## src/rtl/matrix_pkg.sv

```systemverilog
// Shared types and constants for the LED-matrix serial capture block.
// Holds the geometry, the pixel/state types and the cathode decode helper.
package matrix_pkg;

    localparam int unsigned ROWS    = 16;
    localparam int unsigned COLS    = 16;
    localparam int unsigned SR_BITS = 32;
    localparam int unsigned PASSES  = 4;

    typedef logic [1:0] pix_t;
    typedef logic [3:0] row_t;
    typedef logic [1:0] pass_t;

    typedef enum logic {
        ST_HUNT   = 1'b0,
        ST_LOCKED = 1'b1
    } state_e;

    typedef struct packed {
        logic ok;
        row_t row;
    } cath_t;

    // Cathodes are active-low: a legal word has exactly one zero, at bit 15-row.
    function automatic cath_t decode_cathode(input logic [15:0] k);
        cath_t       res;
        int unsigned zeros;
        res   = '0;
        zeros = 0;
        for (int unsigned i = 0; i < ROWS; i++) begin
            if (!k[i]) begin
                zeros++;
                res.row = row_t'(ROWS - 1 - i);
            end
        end
        res.ok = (zeros == 1);
        return res;
    endfunction

    function automatic pix_t sat_add(input pix_t a, input logic b);
        return (a == 2'd3) ? 2'd3 : a + pix_t'(b);
    endfunction

endpackage

```

## src/rtl/matrix_serial_capture_if.sv

```systemverilog
// Serial shift/latch inputs, frame read port and status outputs of the capture block.
interface matrix_serial_capture_if;
    import matrix_pkg::*;

    logic        serial_clk;
    logic        serial_data;
    logic        rclk;
    logic        clear;
    logic [3:0]  rd_row;
    logic [3:0]  rd_col;
    pix_t        rd_pix;
    logic        frame_valid;
    logic [15:0] frame_count;
    logic        cath_err;
    logic        seq_err;
    logic [31:0] latch_word;

    modport master (
        output serial_clk, serial_data, rclk, clear, rd_row, rd_col,
        input  rd_pix, frame_valid, frame_count, cath_err, seq_err, latch_word
    );

    modport slave (
        input  serial_clk, serial_data, rclk, clear, rd_row, rd_col,
        output rd_pix, frame_valid, frame_count, cath_err, seq_err, latch_word
    );

endinterface

```

## src/rtl/sync_edge.sv

```systemverilog
// Two-flop synchronizer for an asynchronous input, with an optional rising-edge
// detector on the synchronized level (EDGE=1 gives a one-cycle rise pulse).
module sync_edge #(
    parameter bit EDGE = 1'b0
) (
    input  logic clk,
    input  logic rst,
    input  logic d,
    output logic q
);

    logic s1_q, s1_d;
    logic s2_q, s2_d;
    logic prev_q, prev_d;

    always_comb begin
        s1_d   = d;
        s2_d   = s1_q;
        prev_d = s2_q;
    end

    always_ff @(posedge clk) begin
        if (rst) begin
            s1_q   <= 1'b0;
            s2_q   <= 1'b0;
            prev_q <= 1'b0;
        end else begin
            s1_q   <= s1_d;
            s2_q   <= s2_d;
            prev_q <= prev_d;
        end
    end

    assign q = EDGE ? (s2_q & ~prev_q) : s2_q;

endmodule

```

## src/rtl/matrix_serial_capture.sv

```systemverilog
// Captures a 74HC595-style serial LED-matrix stream, accumulates 4 PWM passes
// per row into 2-bit intensities and publishes completed frames for readback.
module matrix_serial_capture
    import matrix_pkg::*;
(
    input  logic                     clk,
    input  logic                     rst,
    matrix_serial_capture_if.slave   bus
);

    logic sclk_rise;
    logic sdata_sync;
    logic rclk_rise;
    logic clear_sync;

    sync_edge #(.EDGE(1'b1)) u_sync_sclk  (.clk(clk), .rst(rst), .d(bus.serial_clk),  .q(sclk_rise));
    sync_edge #(.EDGE(1'b0)) u_sync_sdata (.clk(clk), .rst(rst), .d(bus.serial_data), .q(sdata_sync));
    sync_edge #(.EDGE(1'b1)) u_sync_rclk  (.clk(clk), .rst(rst), .d(bus.rclk),        .q(rclk_rise));
    sync_edge #(.EDGE(1'b0)) u_sync_clear (.clk(clk), .rst(rst), .d(bus.clear),       .q(clear_sync));

    logic [SR_BITS-1:0] sr_q, sr_d;
    logic [SR_BITS-1:0] latch_q, latch_d;
    logic               word_vld_q, word_vld_d;

    state_e state_q, state_d;
    pass_t  pass_q, pass_d;
    row_t   exp_row_q, exp_row_d;

    pix_t acc_q  [ROWS][COLS];
    pix_t acc_d  [ROWS][COLS];
    pix_t comp_q [ROWS][COLS];
    pix_t comp_d [ROWS][COLS];

    logic        frame_valid_q, frame_valid_d;
    logic        cath_err_q, cath_err_d;
    logic        seq_err_q, seq_err_d;
    logic [15:0] frame_count_q, frame_count_d;

    cath_t dec;
    assign dec = decode_cathode(latch_q[15:0]);

    // The latch samples sr_q, so a same-cycle shift is naturally excluded.
    always_comb begin
        sr_d       = sr_q;
        latch_d    = latch_q;
        word_vld_d = 1'b0;
        if (!clear_sync) begin
            sr_d = '0;
        end else if (sclk_rise) begin
            sr_d = {sr_q[SR_BITS-2:0], sdata_sync};
        end
        if (rclk_rise) begin
            latch_d    = sr_q;
            word_vld_d = 1'b1;
        end
    end

    always_comb begin : fsm_comb
        logic  do_proc;
        pass_t proc_pass;

        state_d       = state_q;
        pass_d        = pass_q;
        exp_row_d     = exp_row_q;
        acc_d         = acc_q;
        comp_d        = comp_q;
        frame_valid_d = 1'b0;
        cath_err_d    = 1'b0;
        seq_err_d     = 1'b0;
        frame_count_d = frame_count_q;
        do_proc       = 1'b0;
        proc_pass     = '0;

        if (word_vld_q) begin
            if (!dec.ok) begin
                cath_err_d = 1'b1;
                state_d    = ST_HUNT;
            end else begin
                unique case (state_q)
                    ST_HUNT: begin
                        if (dec.row == '0) begin
                            do_proc   = 1'b1;
                            state_d   = ST_LOCKED;
                            exp_row_d = row_t'(1);
                            pass_d    = '0;
                        end
                    end
                    ST_LOCKED: begin
                        if (dec.row == exp_row_q) begin
                            do_proc   = 1'b1;
                            proc_pass = pass_q;
                            exp_row_d = exp_row_q + row_t'(1);
                            if (exp_row_q == row_t'(ROWS - 1)) begin
                                pass_d = pass_q + pass_t'(1);
                            end
                        end else begin
                            // A stray row 0 restarts the frame instead of waiting a word.
                            seq_err_d = 1'b1;
                            state_d   = ST_HUNT;
                            if (dec.row == '0) begin
                                do_proc   = 1'b1;
                                state_d   = ST_LOCKED;
                                exp_row_d = row_t'(1);
                                pass_d    = '0;
                            end
                        end
                    end
                endcase
            end
        end

        if (do_proc) begin
            for (int unsigned c = 0; c < COLS; c++) begin
                if (proc_pass == '0) begin
                    acc_d[dec.row][c] = {1'b0, latch_q[SR_BITS-1-c]};
                end else begin
                    acc_d[dec.row][c] = sat_add(acc_q[dec.row][c], latch_q[SR_BITS-1-c]);
                end
            end
            // Publish including the row just written, so acc_d rather than acc_q.
            if (dec.row == row_t'(ROWS - 1) && proc_pass == pass_t'(PASSES - 1)) begin
                comp_d        = acc_d;
                frame_valid_d = 1'b1;
                frame_count_d = frame_count_q + 16'd1;
            end
        end
    end

    always_ff @(posedge clk) begin
        if (rst) begin
            sr_q          <= '0;
            latch_q       <= '0;
            word_vld_q    <= 1'b0;
            state_q       <= ST_HUNT;
            pass_q        <= '0;
            exp_row_q     <= '0;
            frame_valid_q <= 1'b0;
            cath_err_q    <= 1'b0;
            seq_err_q     <= 1'b0;
            frame_count_q <= '0;
            for (int unsigned r = 0; r < ROWS; r++) begin
                for (int unsigned c = 0; c < COLS; c++) begin
                    acc_q[r][c]  <= '0;
                    comp_q[r][c] <= '0;
                end
            end
        end else begin
            sr_q          <= sr_d;
            latch_q       <= latch_d;
            word_vld_q    <= word_vld_d;
            state_q       <= state_d;
            pass_q        <= pass_d;
            exp_row_q     <= exp_row_d;
            frame_valid_q <= frame_valid_d;
            cath_err_q    <= cath_err_d;
            seq_err_q     <= seq_err_d;
            frame_count_q <= frame_count_d;
            acc_q         <= acc_d;
            comp_q        <= comp_d;
        end
    end

    assign bus.rd_pix      = comp_q[bus.rd_row][bus.rd_col];
    assign bus.frame_valid = frame_valid_q;
    assign bus.frame_count = frame_count_q;
    assign bus.cath_err    = cath_err_q;
    assign bus.seq_err     = seq_err_q;
    assign bus.latch_word  = latch_q;

endmodule

```

## src/flat_wrapper.sv

```systemverilog
// flat-port wrapper written by rule: the top's interface ports become plain ports
module matrix_serial_capture_flat import matrix_pkg::*;
  (clk, rst, bus_serial_clk, bus_serial_data, bus_rclk, bus_clear, bus_rd_row, bus_rd_col, bus_rd_pix, bus_frame_valid, bus_frame_count, bus_cath_err, bus_seq_err, bus_latch_word);
  matrix_serial_capture_if bus_i ();
  input  logic clk;
  input  logic rst;
  input wire logic [$bits(bus_i.serial_clk)-1:0] bus_serial_clk;
  input wire logic [$bits(bus_i.serial_data)-1:0] bus_serial_data;
  input wire logic [$bits(bus_i.rclk)-1:0] bus_rclk;
  input wire logic [$bits(bus_i.clear)-1:0] bus_clear;
  input wire logic [$bits(bus_i.rd_row)-1:0] bus_rd_row;
  input wire logic [$bits(bus_i.rd_col)-1:0] bus_rd_col;
  output wire logic [$bits(bus_i.rd_pix)-1:0] bus_rd_pix;
  output wire logic [$bits(bus_i.frame_valid)-1:0] bus_frame_valid;
  output wire logic [$bits(bus_i.frame_count)-1:0] bus_frame_count;
  output wire logic [$bits(bus_i.cath_err)-1:0] bus_cath_err;
  output wire logic [$bits(bus_i.seq_err)-1:0] bus_seq_err;
  output wire logic [$bits(bus_i.latch_word)-1:0] bus_latch_word;
  assign bus_i.serial_clk = bus_serial_clk;
  assign bus_i.serial_data = bus_serial_data;
  assign bus_i.rclk = bus_rclk;
  assign bus_i.clear = bus_clear;
  assign bus_i.rd_row = bus_rd_row;
  assign bus_i.rd_col = bus_rd_col;
  assign bus_rd_pix = bus_i.rd_pix;
  assign bus_frame_valid = bus_i.frame_valid;
  assign bus_frame_count = bus_i.frame_count;
  assign bus_cath_err = bus_i.cath_err;
  assign bus_seq_err = bus_i.seq_err;
  assign bus_latch_word = bus_i.latch_word;
  matrix_serial_capture u_core (.clk(clk), .rst(rst), .bus(bus_i));
endmodule
```

## config.mk

```make
export PLATFORM = sky130hd
export DESIGN_NAME = matrix_serial_capture_flat
export DESIGN_NICKNAME = d
export VERILOG_FILES = /design/src/rtl/matrix_pkg.sv /design/src/rtl/matrix_serial_capture_if.sv /design/src/rtl/sync_edge.sv /design/src/rtl/matrix_serial_capture.sv /design/src/flat_wrapper.sv
export SDC_FILE = /design/constraint.sdc
export NUM_CORES = 2
export LEC_CHECK = 0
export ABC_AREA = 1
export BUFFER_PORTS_ARGS = -buffer_cell sky130_fd_sc_hd__buf_2
export CELL_PAD_IN_SITES_DETAIL_PLACEMENT = 1
export CELL_PAD_IN_SITES_GLOBAL_PLACEMENT = 2
export CORE_ASPECT_RATIO = 1.5
export CORE_MARGIN = 10
export CORE_UTILIZATION = 35
export DETAILED_ROUTE_END_ITERATION = 7
export GPL_ROUTABILITY_DRIVEN = 0
export PLACE_DENSITY_LB_ADDON = 0.1
export SLEW_MARGIN = 20
export SYNTH_ARGS = -nofsm -noshare
export SYNTH_HDL_FRONTEND = slang
export SYNTH_SLANG_ARGS = --single-unit
export TNS_END_PERCENT = 5
```

## constraint.sdc

```tcl
create_clock -name clk -period 11.76 [get_ports clk]
set_input_delay 1.764 -clock clk [delete_from_list [all_inputs] [get_ports clk]]
set_output_delay 1.764 -clock clk [all_outputs]
set_load 0.01 [all_outputs]
```

Word level (Yosys, flattened, before mapping)
Index checks and enable logic that the tools add are counted.
- flip-flop bits (word level): 1125
- latch bits: 0
- bits in writable memories: 0
- ROM bits: 0
- input bits: 14
- memories kept: 0
- $add $sub $neg: 34
- multipliers: 0
- divide/modulo/power cells: 0
- magnitude comparators: 4
- equality and inequality tests: 22
- shifts and indexed selects: 0
- multiplexer cells: 172
- bitwise gates (word level): 12
- reductions and logical operators: 11
- operators by type and width (kind ; number):
    $bwmux 512 ; 32
    $mux 512 ; 31
    $demux 32 s4 ; 16
    $mux 32 ; 20
    $add 32x1->32 const B ; 14
    $bmux 32 s4 ; 2
    $mux 4 ; 19
    $mux 2 ; 26
    $eq 2x2->1 const B ; 17
    $add 2x1->2 ; 16
    $eq 32x1->1 const B ; 1
    $mux 30 ; 1
    $mux 28 ; 1
    $mux 26 ; 1
    $mux 24 ; 1
    $mux 22 ; 1
    $mux 20 ; 1
    $mux 18 ; 1
    $add 16x1->16 const B ; 1
    $mux 16 ; 1
    $ge 5x5->1 const B ; 3
    $not 4->5 ; 3
    $mux 14 ; 1
    $mux 12 ; 1
    other kinds (24) ; 44

Longest topological paths before layout
- depth after elaboration: 81
- mapped depth: 60
- mapped depth without buffers: 58

By module
A second synthesis with hierarchy kept.
- cells, all modules: 11666
- area, all modules: 68431.9 µm²
- by module, submodules not included (module ; instances ; cells each ; area each (µm²)):
    matrix_serial_capture ; 1 ; 11634 ; 68149.1
    sync_edge at u_core.u_sync_rclk ... ; 2 ; 10 ; 86.3
    sync_edge at u_core.u_sync_clear ... ; 2 ; 6 ; 55.1

Worst setup path before layout
OpenSTA, ideal clock, no wires.
- kind: register to register
- start: register u_core.latch_q[0], in the netlist u_core.bus.latch_word[0]
- end: register u_core.comp_q[210] (netlist name)
- setup time: 0.056 ns
- arrival: 8.609 ns
- setup slack: 3.095 ns
- stages on the path, launching flop included: 58
- path buffers: 2
- cells stage by stage: dfxtp_1 inv_1 ha_1 nand2_1 nand2_2 ha_1 nand2_1 nand2_1 ha_1 nand2_1 nand2_1 ha_1 nand2_1 nand2_1 ha_1 nand2_1 nand2_1 ha_1 [22 not listed] ha_1 or2_2 o21ai_1 inv_1 ha_1 nor3_1 nor2_1 nor2_1 nand3_1 a21oi_4 nand4_1 nand2_1 buf_6 buf_6 nand2_1 nand3_1 nand2_1 inv_1
- longest elaborated chain between the ends: 81
- ends and longest elaborated chain (element ; RTL line ; RTL):
    start, declared ; matrix_serial_capture.sv:22 ; logic [SR_BITS-1:0] latch_q, latch_d;
    start signal, assigned ; matrix_serial_capture.sv:149 ; latch_q <= latch_d;
    $mux 1 ; matrix_pkg.sv:31 ; if (!k[i]) begin
    $add 1x1->2 ; matrix_pkg.sv:32 ; zeros++;
    $mux 32 ; matrix_pkg.sv:31 ;
    $add 32x1->32 ; matrix_pkg.sv:32 ;
    $mux 32 ; matrix_pkg.sv:31 ;
    $add 32x1->32 ; matrix_pkg.sv:32 ;
    $mux 32 ; matrix_pkg.sv:31 ;
    $add 32x1->32 ; matrix_pkg.sv:32 ;
    [65 not listed] ; - ;
    $bwmux 512 (on tied branches) ; matrix_serial_capture.sv:117, matrix_serial_capture.sv:115 ;
    $mux 512 ; matrix_serial_capture.sv:114 ; if (proc_pass == '0) begin
    $mux 512 ; matrix_serial_capture.sv:112 ; if (do_proc) begin
    $bwmux 512 (on tied branches) ; matrix_serial_capture.sv:117, matrix_serial_capture.sv:115 ;
    $mux 512 ; matrix_serial_capture.sv:114 ;
    $mux 512 ; matrix_serial_capture.sv:112 ;
    $bwmux 512 (on tied branches) ; matrix_serial_capture.sv:117, matrix_serial_capture.sv:115 ;
    $mux 512 ; matrix_serial_capture.sv:114 ;
    end signal, assigned ; matrix_serial_capture.sv:159 ; comp_q <= comp_d;
    end, declared ; matrix_serial_capture.sv:31 ; pix_t comp_q [ROWS][COLS];
Parallel ways exist; a longest one is shown, timed or not. The select of a mux whose other input is x is not followed.
A chain may end at the register's enable or synchronous reset.

Final worst setup path
- start: register u_core.latch_q[1], in the netlist u_core.bus.latch_word[1]
- end: register u_core.acc_q[414] (netlist name)
- longest elaborated chain between the ends: 79
- ends and longest elaborated chain (element ; RTL line ; RTL):
    $mux 32 ; matrix_pkg.sv:31 ;
    $add 32x1->32 ; matrix_pkg.sv:32 ;
    $mux 32 ; matrix_pkg.sv:31 ;
    $add 32x1->32 ; matrix_pkg.sv:32 ;
    $mux 32 ; matrix_pkg.sv:31 ;
    $add 32x1->32 ; matrix_pkg.sv:32 ;
    $mux 32 ; matrix_pkg.sv:31 ;
    $add 32x1->32 ; matrix_pkg.sv:32 ;
    [63 not listed] ; - ;
    $bwmux 512 (on tied branches) ; matrix_serial_capture.sv:117, matrix_serial_capture.sv:115 ;
    $mux 512 ; matrix_serial_capture.sv:114 ;
    $mux 512 ; matrix_serial_capture.sv:112 ;
    $bwmux 512 (on tied branches) ; matrix_serial_capture.sv:117, matrix_serial_capture.sv:115 ;
    $mux 512 ; matrix_serial_capture.sv:114 ;
    $mux 512 ; matrix_serial_capture.sv:112 ;
    $bwmux 512 (on tied branches) ; matrix_serial_capture.sv:117, matrix_serial_capture.sv:115 ;
    $mux 512 ; matrix_serial_capture.sv:114 ;
    end signal, assigned by index ; matrix_serial_capture.sv:143 ; acc_q[r][c] <= '0;
    end signal, assigned ; matrix_serial_capture.sv:158 ; acc_q <= acc_d;
    end, declared ; matrix_serial_capture.sv:29 ; pix_t acc_q [ROWS][COLS];
Parallel ways exist; a longest one is shown, timed or not. The select of a mux whose other input is x is not followed.

==> results <==
- The total of buffers placed on input and output ports is 66.
- Setup repair after global routing left no endpoint under its margin.
- The worst-case headroom to the max-slew limit is 0.2328.
- Counting distinct cell types in the post-synthesis netlist gives 47.
- The element type at the critical path end is a flip-flop.
- For this run, the leading register cell type out of synthesis is sky130_fd_sc_hd__dfxtp_1.
- TritonCTS built the clock tree.
- The number of flops mapped to enable cells by yosys is 0.
- The longest clock path from root to sink contains 4 buffers.
- The routed wirelength normalized by instance count is 23.60 µm.
- The insertion delay to the later sink of the worst-skew pair is 830 ps.
- Ranked by total cell area, the synthesized netlist is headed by sky130_fd_sc_hd__dfxtp_1, sky130_fd_sc_hd__nand3_1, sky130_fd_sc_hd__nand2_1, sky130_fd_sc_hd__inv_1, sky130_fd_sc_hd__nor2_1.
- The detail route stage leaves a number of antenna-violating nets equal to 0.
- The worst setup path is launched from a flip-flop.
- From synthesis to final layout, the design area changed by 9.043%.
- The synthesized area per cell is 6.086 µm².
- The netlist area before placement is 67600 µm².
- The most common library cell in the layout ignoring fill and taps is sky130_fd_sc_hd__nand2_1.
- The slack of the critical path is 1475 ps.
- The critical path data arrival time is 10980 ps.
- Across all hold checks on the routed design, the worst slack comes to 393.8 ps.
- The core footprint is 192000 µm².
- The number of failing setup endpoints in the final timing report is 0.
- For this design, the slowest cell found on the critical path is sky130_fd_sc_hd__inv_8.
- After detailed routing, the number of remaining DRC violations is 0.
- The cell taking the most area after synthesis is sky130_fd_sc_hd__dfxtp_1.
- The post-CTS setup buffer count is 0.
- The post-route clock skew is 49.31 ps.
- For this run, the post-layout net count is 10666.
- The clock tree synthesis step divided the H-tree into 4 levels.
- The CTS root buffer is sky130_fd_sc_hd__clkbuf_16.
- The post-place setup slack is 1502 ps.
- The flow ran to the end, and the final reports show no timing, DRC or antenna violations.
- The final count of hold timing violations is 0.
- The number of nets in the synthesized netlist is 11155.
- The library cells used most frequently in the layout, excluding fill and tap cells, are sky130_fd_sc_hd__nand2_1, sky130_fd_sc_hd__nand3_1, sky130_fd_sc_hd__inv_1.
- For the worst setup path, the data required time is 12450 ps.
- The instance count of the mapped netlist is 11107.
- Gates resized during post-CTS repair numbered 0.
- In this design, the stage delay of the slowest critical-path cell is 520 ps.
- The share of synthesized area in the top cell type comes to 0.3331.
- The initial antenna violation count came to 11.
- VDD sags by at most 114.2 µV.
- The leakage power is 31.72 nW.
- The pin count of the biggest net entering global routing is 167.
- The final instance count without filler cells is 13201.
- In the final timing run, aggregate negative setup slack is 0 ps.
- The initialized floorplan defines 197 standard-cell rows.
- The initial utilization of the core area, before any placement, comes to 0.3521.
- The most frequent cell on the critical path is sky130_fd_sc_hd__nand2_1.
- For this run, the detailed router's first-pass iteration total came to 6.
- The number of clock buffers inserted by TritonCTS is 143.
- The routed layout has 74473 vias.
- Counting flops and latches in the post-synthesis netlist gives 1125.
- The power per unit of standard cell area is 140.8 nW/µm².
- The number of top-level pins is 67.
- The ratio of routed vias to standard cells is 5.641.
- The floorplan die width is 378.8 µm.
- The clock-pin slew of the registers on the worst-case setup and hold paths is 60 ps.
- Along the worst path, the maximum fanout reaches 109.
- The first global-routing pass estimated 469800 µm of wire.
- The via count of the first global-routing pass is 76368.
- After detailed routing, the total wire length is 311500 µm.
- The initial DRC count is 5210.
- Based on the critical path, the design can be clocked at up to 0.09723 GHz.
- For this design, the sink count on the clock tree is 1125.
- The warning count from the yosys run is 0.
- The share of the cycle needed by the critical path after routing is 0.8745.
- Of the cells placed in the final design, the portion with a size suffix greater than 1 is 0.04930.
- The aggregate global-route resource usage is 0.2857.
- The die covers 211500 µm².
- Summed over all nets, the half-perimeter wirelength after detailed placement is 179400 µm.
- The instance count after placement with tap cells included is 12960.
- The number of max-slew violations in the final report was 0.
- The final critical delay including setup and external delays is 10280 ps.
- The sequential share of the synthesized area is 0.3331.
- The final global-route overflow total is 0.
- The number of buffers inserted by hold repair at cts is 0.
- The worst hold path belongs to the class flip-flop to flip-flop.
- The number of max-cap violations is 0.
- The critical path class is flip-flop to flip-flop.
- The share of flip-flops with an asynchronous set or reset after synthesis is 0.
- The height of the die is 558.3 µm.
- At the pin with the least slew margin, the transition time is 1151 ps.
## synthesized netlist by cell type, types with 23 or more instances
cell type,instances
sky130_fd_sc_hd__a21oi_1,585
sky130_fd_sc_hd__a221oi_1,71
sky130_fd_sc_hd__buf_1,49
sky130_fd_sc_hd__buf_2,246
sky130_fd_sc_hd__buf_4,24
sky130_fd_sc_hd__buf_6,23
sky130_fd_sc_hd__clkbuf_1,509
sky130_fd_sc_hd__dfxtp_1,1125
sky130_fd_sc_hd__ha_1,34
sky130_fd_sc_hd__inv_1,1536
sky130_fd_sc_hd__nand2_1,2018
sky130_fd_sc_hd__nand3_1,1632
sky130_fd_sc_hd__nor2_1,1482
sky130_fd_sc_hd__nor3_1,45
sky130_fd_sc_hd__o21a_1,271
sky130_fd_sc_hd__o21ai_0,1058
sky130_fd_sc_hd__o22ai_1,180
## logic make-up after synthesis
logic type | after synthesis | share of synthesized area
compound gates | 2258 | 0.1886
xor+xnor | 20 | 0.002591
fa+ha+maj | 34 | 0.006293
buf+inv | 2422 | 0.1429
flops | 1125 | 0.3331
simple gates | 5248 | 0.3264
## layer usage
metal,wire [µm],up-vias,track usage
met5,0,-,0
met4,12440,0,0.1070
met3,14360,536,0.03077
met2,152900,1761,0.5131
met1,131900,37391,0.3476
li1,-,34785,-
## cell type report
type	count	area, µm²
repair buffers	217	2047
well taps	2487	3112
multi-input cells	7560	35530
flip-flops and latches	1125	22520
fillers	25188	118300
clock buffers	206	4208
clock inverters	32	325.3
inverters	1571	5964
diodes	3	7.507
## critical path: cells and delay by family, from the launching register on
family	cells	cell delay (ps)
adder cells (fa/ha/maj)	14	4120
buffers and inverters	8	1320
AND/OR/NAND/NOR	32	3730
flip-flops	1	380
AO/OA/AOI/OAI	2	410
## where the power goes
| part | leakage [nW] | switching [mW] | total, mW | internal [mW] |
|---|---|---|---|---|
| Combinational | 20.4 | 1.33 | 1.90 | 0.567 |
| Sequential | 9.06 | 0.0849 | 4.00 | 3.92 |
| Clock | 2.26 | 1.88 | 4.48 | 2.60 |
## final timing paths
kind / from / cells after the start / to / slack (ps)
worst max-delay path: u_core.bus.latch_word[1]$_SDFFE_PP0P_ / 56 / u_core.acc_q[414]$_SDFFE_PP0P_ / 1480
worst max register to register: u_core.bus.latch_word[1]$_SDFFE_PP0P_ / 56 / u_core.acc_q[414]$_SDFFE_PP0P_ / 1480
worst min register to register: u_core.u_sync_sclk.s1_q$_SDFF_PP0_ / 2 / u_core.u_sync_sclk.prev_d$_SDFF_PP0_ / 390
worst min-delay path: u_core.u_sync_sclk.s1_q$_SDFF_PP0_ / 2 / u_core.u_sync_sclk.prev_d$_SDFF_PP0_ / 390
## registers in the layout, indices dropped and copies added (netlist names), 2 cells and up
register                cells
u_core.acc_q              512
u_core.bus.frame_count     16
u_core.bus.latch_word      32
u_core.comp_q             512
u_core.exp_row_q            4
u_core.pass_q               2
u_core.sr_q                32
## metrics by stage
| stage | power, mW | util | area [µm²] |
|---|---|---|---|
| after CTS | 10.48 | 0.3838 | 73700 |
| after global placement | 5.926 | 0.3602 | 69170 |
| after global routing | 10.87 | 0.3839 | 73710 |
| after floorplan | 5.410 | - | 67600 |
| after detailed placement | 5.983 | 0.3602 | 69170 |
| final | 10.38 | 0.3839 | 73720 |
Power figures use the tool's default switching activity.
